--- src/rtl/mips_retire_checker_pkg.sv ---
// mips_retire_checker_pkg
// Shared definitions for the MIPS retire checker: FSM state encoding,
// opcode/funct constants of the checked R-type ALU instructions, and the
// bit positions of the instruction fields used by the checker.
package mips_retire_checker_pkg;

    typedef enum logic [1:0] {
        IDLE,
        ADDR,
        WAIT,
        COMPARE
    } state_t;

    localparam logic [5:0] OP_RTYPE = 6'h00;
    localparam logic [5:0] FN_ADD   = 6'h20;
    localparam logic [5:0] FN_SUB   = 6'h22;
    localparam logic [5:0] FN_AND   = 6'h24;
    localparam logic [5:0] FN_OR    = 6'h25;
    localparam logic [5:0] FN_SLT   = 6'h2A;

    localparam int unsigned OP_HI = 31;
    localparam int unsigned OP_LO = 26;
    localparam int unsigned RS_HI = 25;
    localparam int unsigned RS_LO = 21;
    localparam int unsigned RT_HI = 20;
    localparam int unsigned RT_LO = 16;
    localparam int unsigned RD_HI = 15;
    localparam int unsigned RD_LO = 11;
    localparam int unsigned SH_HI = 10;
    localparam int unsigned SH_LO = 6;
    localparam int unsigned FN_HI = 5;
    localparam int unsigned FN_LO = 0;

endpackage

--- src/rtl/mips_ref_alu.sv ---
// mips_ref_alu
// Combinational reference ALU producing the value an R-type instruction
// should have written.
// Ports:
//   funct     in  6   R-type function field
//   a, b      in  32  rs / rt operand values
//   result    out 32  expected result (32-bit wrap for ADD/SUB)
//   supported out 1   funct is one of ADD/SUB/AND/OR/SLT
module mips_ref_alu
    import mips_retire_checker_pkg::*;
(
    input  logic [5:0]  funct,
    input  logic [31:0] a,
    input  logic [31:0] b,
    output logic [31:0] result,
    output logic        supported
);

    always_comb begin
        result    = '0;
        supported = 1'b1;
        case (funct)
            FN_ADD:  result = a + b;
            FN_SUB:  result = a - b;
            FN_AND:  result = a & b;
            FN_OR:   result = a | b;
            FN_SLT:  result = ($signed(a) < $signed(b)) ? 32'h1 : 32'h0;
            default: supported = 1'b0;
        endcase
    end

endmodule

--- config.mk ---
export PLATFORM = sky130hd
export DESIGN_NAME = mips_ref_alu
export DESIGN_NICKNAME = d
export VERILOG_FILES = /design/src/rtl/mips_retire_checker_pkg.sv /design/src/rtl/mips_ref_alu.sv
export SDC_FILE = /design/constraint.sdc
export NUM_CORES = 1
export LEC_CHECK = 0
export CAP_MARGIN = 20
export CORE_UTILIZATION = 49
export DETAILED_ROUTE_END_ITERATION = 10
export GPL_ROUTABILITY_DRIVEN = 1
export GPL_TIMING_DRIVEN = 0
export PLACE_DENSITY_LB_ADDON = 0.25
export SLEW_MARGIN = 25
export SYNTH_ARGS = -nofsm -noshare
export SYNTH_HDL_FRONTEND = slang
export SYNTH_SLANG_ARGS = --single-unit
--- constraint.sdc ---
create_clock -name vclk -period 4.4
set_input_delay 1.1 -clock vclk [all_inputs]
set_output_delay 1.1 -clock vclk [all_outputs]
set_load 0.02 [all_outputs]
# Word level (Yosys, flattened, before mapping)
# Index checks and enable logic that the tools add are counted.
dict set report word_totals {
  inputBits 70
  elab_cells 14
  regBits 0
  output_inout_bits 33
}
dict set report op_classes {
  addsub 2
  eq_ne 5
  n_reduce_logical 1
  mux 3
  order_cmp 1
  n_bitwise 2
}
# op count
set op_table {}
lappend op_table {{one-hot mux 32 bit (5 select lines)} 1}
lappend op_table {{adder 32 bit} 1}
lappend op_table {{bitwise AND 32 bit} 1}
lappend op_table {{< comparator 32 bit} 1}
lappend op_table {{OR 32 bit} 1}
lappend op_table {{subtractor 32 bit} 1}
lappend op_table {{== test 6 bit (second input constant)} 5}
lappend op_table {{OR reduction 5 bit} 1}
lappend op_table {{two-way mux 1 bit} 2}

# Depth between registers and ports, before layout
# Gate-level depths: netlist of run 1.
dict set report logic_depth {
  ltp_word 3
  mapped_depth 13
  depth_no_buf 13
}

# Worst setup path before layout of run 1
# Ideal clock, no wire load.
dict set report synth_path {
  kind {input to output}
  from {in a[0]}
  to {out result[30]}
  required_ps 3300
  arrival_ps 3728
  n_path_buf 0
  setup_slack_ps -428
  stages 13
  cell_sequence {ha_1 inv_1 fa_1 nor2b_1 o31a_1 o311a_1 o21ai_1 a21oi_1 a31oi_1 o21ai_2 nand3_1 a2111o_1 a22oi_1}
}
dict set report synth_between {
  elab_chain_len 2
}
# item line_no
set synth_rtl {}
lappend synth_rtl {{from (decl)} mips_ref_alu.sv:13} ;# input logic [31:0] a,
lappend synth_rtl {{subtractor 32 bit / adder 32 bit (equally long branches)} {mips_ref_alu.sv:24, mips_ref_alu.sv:23}}
lappend synth_rtl {{one-hot mux 32 bit (5 select lines) (*)} mips_ref_alu.sv:22} ;# case (funct)
lappend synth_rtl {{to (decl)} mips_ref_alu.sv:15} ;# output logic [31:0] result,
# Every way passes the cells marked *; elsewhere a longest branch is shown, timed or not.

# Worst setup path after layout of run 1
dict set report layout_path {
  from {in b[0]}
  to {out result[26]}
}
dict set report layout_between {
  elab_chain_len 2
}
# item line_no
set layout_rtl {}
lappend layout_rtl {{from (decl)} mips_ref_alu.sv:14} ;# input logic [31:0] b,
lappend layout_rtl {{subtractor 32 bit / adder 32 bit (equally long branches)} {mips_ref_alu.sv:24, mips_ref_alu.sv:23}}
lappend layout_rtl {{one-hot mux 32 bit (5 select lines) (*)} mips_ref_alu.sv:22}
# Marked as above.

==> impl_metrics.csv, run 1 <==
group,metric,value,unit
outcome,status,"finished with violations",
outcome,violations,"negative setup slack",
yosys,avgSynthCellArea,6.64,um2
final_layout,final_nets,1052,
yosys,synthCells,708,
worst_setup_path,end_kind,"primary output",
timing,max_slew_margin,0.398,
drt,firstDrtPassIters,6,
hold_path,whs_path_depth,6,
yosys,ys_seq_area_frac,0,
power,p_leak,0.00344,uW
placement,dp_hpwl,13.8,mm
run,drv_cap,0,
yosys,yosysTopAreaCellShare,0.274,
timing,fin_ws,-0.745,ns
placement,gp_congestion,0.968,
floorplanning,boundaryPins,103,
timing,period_minus_slack,5.14,ns
global_routing,grt_first_pass_wirelength,31.5,mm
timing,fmax,194,MHz
timing,tns,-8.84,ns
placement,place_ws,-2.14,ns
drt,dr.first_iter.drc_count,567,
yosys,synth_area_leader_cell,"ha_1",
floorplanning,start_util,0.506,
final_layout,clock_buffers,0,
final_layout,area_growth,65.4,%
yosys,synthTopCellsByArea,"ha_1 (27%), inv_1 (8.1%), a21oi_1 (6.8%)",
global_routing,antenna_found_initial,0,
hold_path,whs_endpoint,"result[16]",
worst_setup_path,worstPathMaxFanout,3,
yosys,synth_nets,883,
timing,hold_slack,2.84,ns
worst_setup_path,arrival,4.04,ns
drt,ant_nets,0,
final_layout,design_area,7780,um2
floorplanning,row_count,35,
floorplanning,die_h,100,um
power,ir_worst_vdd,0.0000821,V
hold_path,worstHoldPathType,"in -> out",
yosys,syn_area,4700,um2
placement,io_buffers,101,
global_routing,grt.total_usage,0.395,
timing,finalHoldViolCount,0,
yosys,synth_xor_area_frac,0.0540,
final_layout,drive_above_1_share,0.409,
drt,drc,0,
drt,viasPerCell,6.57,
placement,dpl.cell_count,938,
yosys,muxShareOfSynthArea,0.0282,
final_layout,nFillCells,556,
floorplanning,core,9280,um2
yosys,yosys_warnings,0,
power,powerDensity,134,nW/um2
yosys,yosysUniqueCellTypes,65,
yosys,synth_top_family_by_area,"compound AO/OA/AOI/OAI gates",
global_routing,gr-total-overflow,0,
yosys,synth-simple-area-share,0.164,
timing,setup_viol,25,
final_layout,nFlopsAndLatches,0,
floorplanning,die_area,9990,um2
worst_setup_path,crit_type,"in -> out",
global_routing,first_global_vias,6274,
timing,finalCritPeriodShare,1.17,
worst_setup_path,crit_path_start_kind,"input port",
worst_setup_path,required,3.30,ns
yosys,synth_compound_area_frac,0.353,
final_layout,antenna_cells,0,
hold_path,hold_start,"b[16]",
final_layout,seq_area,0,um2
timing,tightestPinTransition,0.903,ns
drt,finalWirelength,21.7,mm
placement,placed_area,6150,um2
final_layout,fin_cells,1004,
global_routing,grt_max_degree,20,
timing,maxSlewViolCount,0,
drt,route.vias.total,6593,
timing,rsz0062_at_grt,"true",
drt,routedWlPerCell,21.7,um
yosys,synth_fa_ha_area_frac,0.283,
floorplanning,fp.dieW,100,um
## worst max-delay path by stage
stage,start,slack (ns),to,cells past startpoint
after floorplan,a[0],-0.21,result[26],13
after global placement,a[0],-2.09,result[30],15
after detailed placement,a[0],-2.14,result[30],15
after CTS,a[0],-0.63,result[26],15
after global routing,a[0],-0.84,result[30],15
final,b[0],-0.74,result[26],15
## kinds of logic after synthesis
logic type	count (synthesis)
AO/OA/AOI/OAI	257
XOR/XNOR	29
adder cells (fa/ha/maj)	105
buffers and inverters	144
multiplexers	13
AND/OR/NAND/NOR	160
## cell usage in the layout, fill, tap and decap left out, types with 8 or more instances in the layout
| cell | instances |
|---|---|
| o22ai_2 | 13 |
| o21ai_2 | 13 |
| buf_4 | 83 |
| buf_8 | 8 |
| clkdlybuf4s50_1 | 22 |
| ha_4 | 34 |
| inv_2 | 22 |
| ha_2 | 8 |
| o22ai_1 | 17 |
| a21oi_1 | 40 |
| o211ai_1 | 9 |
| nor3_1 | 8 |
| clkbuf_1 | 11 |
| buf_6 | 30 |
| dlygate4sd2_1 | 17 |
| a21o_1 | 15 |
| inv_4 | 10 |
| inv_1 | 65 |
| mux2i_1 | 11 |
| buf_2 | 14 |
| o21ai_0 | 38 |
| o21bai_1 | 11 |
| ha_1 | 61 |
| xnor2_1 | 25 |
| nor2_1 | 37 |
| clkbuf_2 | 9 |
| nand2_1 | 47 |
| a21oi_2 | 17 |
## power by group
group / total (uW) / switching (uW) / internal (uW)
logic: 1040 / 571 / 473
registers: 0 / 0 / 0
clock network: 0 / 0 / 0
## worst max-delay path: stages
cell	delay, ns
buf_6	0.10
ha_4	0.14
inv_2	0.04
fa_2	0.38
nor2b_4	0.14
o31a_1	0.24
o311a_1	0.22
o21ai_2	0.10
a21oi_4	0.24
a31oi_4	0.16
o21ai_4	0.22
nand3_2	0.11
or4_1	0.50
o211ai_1	0.16
buf_4	0.20
## through the flow
stage	utilization	total power, uW
after floorplan	-	480
after global placement	0.662	694
after detailed placement	0.662	710
after CTS	0.790	904
after global routing	0.838	1090
final	0.838	1040
## repair_timing
action	4_1_cts	5_1_grt
gates resized for setup	508	101
hold endpoints to repair	0	0
hold buffers	0	0
cloned	0	0
setup buffers	61	27
setup endpoints to repair	33	32
pin swaps	102	70
## synthesized netlist by cell type (all sizes together), types with 10 or more instances
cell type  instances
inv              104
ha               103
a21oi             64
o21ai             62
nand2             50
nor2              41
clkbuf            32
o22ai             30
xnor2             27
a21o              15
o21bai            12
mux2i             11
nor2b             10
## area by class of cell
type | instances | area, um2 | area share
inverters | 104 | 465 | 0.0599
well taps | 129 | 161 | 0.0208
plain buffers | 22 | 120 | 0.0154
multi-input cells | 564 | 5370 | 0.690
repair buffers | 185 | 1660 | 0.214
## per-layer routing
layer | vias to the layer above | track usage | share of wire
met2 | 536 | 0.688 | 0.46
li1 | 2833 | - | -
met1 | 3070 | 0.487 | 0.37
met4 | 0 | 0.199 | 0.069
met3 | 154 | 0.0348 | 0.099
met5 | - | 0 | 0
Power figures use the tool's default switching activity.
==> run 2, diff against run 1 <==
Settings changed: CELL_PAD_IN_SITES_DETAIL_PLACEMENT set to 2, CELL_PAD_IN_SITES_GLOBAL_PLACEMENT set to 2, CORE_UTILIZATION 49 to 26.
==> run 2 against run 1 <==
  * Sequential cell count unchanged
  * Largest power group unchanged
  * Largest cell class unchanged
  * Count of clock-buffer cells in the layout unchanged
  * Via count grew 1.9%
  * Die area up 86%
  * Worst setup slack worse by 0.30 ns
  * The flow still finishes with violations (negative setup slack)
==> impl_metrics.csv, run 2 (same netlist as run 1, synthesis figures left out) <==
group,metric,value,unit
drt,viasPerCell,6.04,
worst_setup_path,arrival,4.34,ns
worst_setup_path,max_stage_delay,0.50,ns
floorplanning,die_h,136,um
power,p_leak,0.00350,uW
final_layout,area_growth,70.5,%
timing,fin_ws,-1.04,ns
global_routing,grt.total_usage,0.282,
final_layout,clock_buffers,0,
global_routing,antenna_found_initial,0,
floorplanning,row_count,48,
timing,maxSlewViolCount,0,
final_layout,fin_cells,1112,
timing,setup_viol,29,
drt,finalWirelength,31.7,mm
worst_setup_path,path_cells,"clkdlybuf4s50_1 > inv_1 > ha_4 > nor4_4 > nand2_1 > nor2_2 > and3_4 > o311ai_4 > buf_4 > a221oi_2 > o31a_1 > nand4b_1 > o211ai_1 > buf_4",
drt,ant_nets,0,
worst_setup_path,required,3.30,ns
floorplanning,start_util,0.269,
global_routing,first_global_vias,7022,
power,powerDensity,147,nW/um2
final_layout,final_nets,1064,
power,switching_share,0.573,
worst_setup_path,worstPathMaxFanout,5,
timing,fmax,184,MHz
worst_setup_path,end_kind,"primary output",
floorplanning,die_area,18600,um2
power,p_clk_frac,0,
global_routing,gr-total-overflow,0,
placement,dp_hpwl,17.4,mm
worst_setup_path,crit_type,"in -> out",
floorplanning,fp.dieW,136,um
final_layout,fin_util,0.459,
placement,io_buffers,101,
worst_setup_path,slowest_stage,"clkdlybuf4s50_1",
final_layout,final_cell_mix,"buf_4 (85), inv_1 (66), ha_1 (64), nand2_1 (46), buf_6 (44)",
timing,period_minus_slack,5.44,ns
final_layout,antenna_cells,0,
timing,max_slew_margin,0.297,
final_layout,final_common_cell,"buf_4",
outcome,status,"finished with violations",
power,p_int,504,uW
floorplanning,boundaryPins,103,
power,share_seq_of_total_power,0,
worst_setup_path,critical_path_buf_inv_count,4,
final_layout,drive_above_1_share,0.427,
power,ir_worst_vdd,0.0000549,V
floorplanning,core,17500,um2
drt,route.vias.total,6720,
outcome,violations,"negative setup slack",
power,combPwrFrac,1.000,
global_routing,grt_first_pass_wirelength,40.0,mm
worst_setup_path,cpMostUsedCell,"buf_4",
drt,drc,0,
timing,finalCritPeriodShare,1.24,
timing,tightestPinTransition,1.05,ns
hold_path,worstHoldPathType,"in -> out",
timing,finalHoldViolCount,0,
placement,dpl.cell_count,1034,
placement,gp_congestion,0.885,
drt,dr.first_iter.drc_count,436,
power,power.switching,676,uW
timing,rsz0062_at_grt,"true",
final_layout,seq_area,0,um2
cts,postCtsHoldBufs,0,
drt,routedWlPerCell,28.5,um
worst_setup_path,cp_top_family,"simple AND/OR/NAND/NOR gates",
placement,place_ws,-2.29,ns
global_routing,grt_max_degree,11,
run,drv_cap,0,
worst_setup_path,crit_path_start_kind,"input port",
drt,firstDrtPassIters,5,
final_layout,nFlopsAndLatches,0,
run 2: cell types whose count changed in the layout (fill, tap and decap cells not counted), sizes merged:
cell / delta
buf: +10
clkbuf: +2
clkdlybuf4s15: +2
clkdlybuf4s50: +7
clkinvlp: +1
dlygate4sd2: -10
dlymetal6s2s: +1
inv: -1
run 2: metal layers:
metal  up-vias  global-route usage  part of all wire
met5         -                   0                 0
met4         0               0.119             0.056
met3       133              0.0347             0.061
met2       368               0.516              0.49
met1      3370               0.325              0.39
li1       2849                   -                 -
run 2: power by group through the flow:
stage                     combinational (uW)  sequential [uW]  clock, uW
final                                   1180                0          0
after global routing                    1220                0          0
after CTS                                959                0          0
after detailed placement                 748                0          0
after global placement                   719                0          0
after floorplan                          480                0          0
run 2: final timing paths:
path | from | to | cells after the start
worst max-delay path | b[20] | result[26] | 14
worst min-delay path | b[6] | result[6] | 7
run 2: what timing repair did:
action,in CTS,in global routing
pin swaps,96,68
buffers inserted,62,36
resized for setup,491,133
setup endpoints to repair,33,33
run 2: metrics by stage:
step / area (um2) / hold WS (ns) / total power, uW / TNS, ns
3_5_place_dp: 6270 / 3.40 / 748 / -46.93
5_1_grt: 8020 / 2.87 / 1220 / -15.17
2_1_floorplan: 4980 / 2.41 / 480 / -0.541
4_1_cts: 7430 / 2.83 / 959 / -9.12
6_report: 8020 / 2.82 / 1180 / -14.41
3_3_place_gp: 6270 / 3.39 / 719 / -45.24
run 2: cell type report:
type                            count  area (um2)
Timing Repair Buffer              195        1760
Fill cell                        1890        9460
Inverter                          104         457
Multi-Input combinational cell    564        5380
Tap cell                          225         282
Buffer                             24         139
==> run 3, diff against run 2 <==
Settings changed: MAX_ROUTING_LAYER set to met4.
==> run 3 against run 2 <==
  * The run still ends with negative setup slack left
  * First-iteration DRC count shrank 21%
  * Largest cell class unchanged
  * Global-route usage grew 1.1 points
  * Sequential cell count is the same
==> impl_metrics.csv, run 3 (same netlist as run 1, synthesis figures left out) <==
group,metric,value,unit
outcome,status,"finished with violations",
outcome,violations,"negative setup slack",
timing,setup_viol,24,
cts,postCtsHoldBufs,0,
final_layout,nFlopsAndLatches,0,
run,drv_cap,0,
floorplanning,row_count,48,
placement,gp_congestion,0.886,
timing,rsz0062_at_grt,"true",
floorplanning,start_util,0.269,
worst_setup_path,end_kind,"primary output",
worst_setup_path,cp_top_family,"buffers and inverters",
worst_setup_path,arrival,4.22,ns
timing,fmax,188,MHz
global_routing,antenna_found_initial,1,
final_layout,seq_area,0,um2
power,power.switching,661,uW
worst_setup_path,slowest_stage,"clkdlybuf4s50_1",
global_routing,grt_first_pass_wirelength,40.1,mm
final_layout,drive_above_1_share,0.430,
power,p_int,505,uW
hold_path,worstHoldPathType,"in -> out",
global_routing,gr-total-overflow,0,
drt,finalWirelength,30.6,mm
worst_setup_path,crit_type,"in -> out",
final_layout,fin_util,0.461,
floorplanning,die_area,18600,um2
final_layout,area_growth,71.5,%
worst_setup_path,required,3.30,ns
worst_setup_path,endpoint,"result[28]",
placement,place_ws,-2.37,ns
worst_setup_path,cp.depth,14,
worst_setup_path,crit_start,"b[20]",
placement,io_buffers,101,
timing,tightestPinTransition,1.09,ns
drt,drc,0,
power,share_seq_of_total_power,0,
timing,fin_ws,-0.918,ns
placement,placed_area,6270,um2
drt,route.vias.total,6584,
worst_setup_path,critical_path_buf_inv_count,4,
drt,routedWlPerCell,27.3,um
final_layout,final_cell_mix,"buf_4 (104), inv_1 (69), ha_1 (69), nand2_1 (47)",
timing,tns,-13.53,ns
worst_setup_path,max_stage_delay,0.50,ns
global_routing,grt.total_usage,0.293,
timing,period_minus_slack,5.32,ns
timing,max_slew_margin,0.274,
floorplanning,die_h,136,um
final_layout,clock_buffers,0,
final_layout,final_nets,1074,
power,finalPower,1170,uW
power,p_leak,0.00357,uW
final_layout,design_area,8060,um2
worst_setup_path,path_cells,"clkdlybuf4s50_1 > inv_1 > ha_4 > nor4_4 > nand2_1 > nor2_2 > and3_4 > o311ai_4 > o41a_1 > buf_4 > o221ai_4 > xnor2_2 > o22ai_2 > buf_6",
worst_setup_path,crit_path_start_kind,"input port",
final_layout,final_common_cell,"buf_4",
floorplanning,fp.dieW,136,um
global_routing,first_global_vias,6966,
power,ir_worst_vdd,0.0000588,V
drt,ant_nets,0,
global_routing,grt_max_degree,11,
power,combPwrFrac,1.000,
timing,finalHoldViolCount,0,
worst_setup_path,worstPathMaxFanout,7,
power,powerDensity,145,nW/um2
drt,dr.first_iter.drc_count,346,
placement,dp_hpwl,17.9,mm
drt,firstDrtPassIters,4,
floorplanning,core,17500,um2
drt,viasPerCell,5.86,
timing,finalCritPeriodShare,1.21,
power,p_clk_frac,0,
timing,maxSlewViolCount,0,
floorplanning,boundaryPins,103,
power,switching_share,0.567,
-- run 3: cell types whose count changed in the layout (fill, tap and decap cells not counted), moves of 3 or more --
cell / delta
buf_6: -13
xnor2_2: +3
inv_1: +3
xnor2_1: -3
ha_2: -7
inv_2: -3
buf_4: +19
ha_1: +5
dlygate4sd2_1: +6
buf_8: +4
clkdlybuf4s15_1: -4
-- run 3: metal layers --
layer	track usage	vias up	wire, um
met5	-	-	0
met4	0.111	0	1740
met3	0.0261	131	1780
met2	0.519	325	15100
met1	0.338	3260	12000
li1	-	2868	-
-- run 3: repair_timing --
| item | CTS | global route |
|---|---|---|
| setup buffers | 68 | 38 |
| pin swaps | 102 | 94 |
| endpoints found under the setup margin | 33 | 32 |
| gates resized for setup | 486 | 116 |
-- run 3: worst min-delay path by stage --
stage | slack, ns | endpoint | cells past startpoint | startpoint
finish | 2.83 | result[2] | 7 | b[2]
floorplan | 2.41 | supported | 2 | funct[3]
CTS | 2.83 | result[6] | 7 | a[6]
global route | 2.89 | result[2] | 7 | b[2]
detailed placement | 3.38 | result[18] | 4 | funct[1]
global placement | 3.37 | result[18] | 4 | funct[1]
-- run 3: stage by stage --
| stage | hold WS, ns | std cells |
|---|---|---|
| 2_1_floorplan | 2.41 | 708 |
| 3_3_place_gp | 3.37 | 1034 |
| 3_5_place_dp | 3.38 | 1034 |
| 4_1_cts | 2.83 | 1090 |
| 5_1_grt | 2.89 | 1123 |
| 6_report | 2.83 | 1123 |
-- run 3: area by class of cell --
| type | count | area [um2] |
|---|---|---|
| Fill cell | 1892 | 9410 |
| Multi-Input combinational cell | 564 | 5420 |
| Timing Repair Buffer | 202 | 1730 |
| Inverter | 104 | 453 |
| Tap cell | 225 | 282 |
| Buffer | 27 | 171 |
| Antenna cell | 1 | 2.50 |
-- run 3: power groups by stage --
stage                     registers, uW  logic [uW]  clock network (uW)
final                                 0        1170           0.0000304
after floorplan                       0         480                   0
after global placement                0         719                   0
after CTS                             0         951                   0
after global routing                  0        1220           0.0000304
after detailed placement              0         751                   0
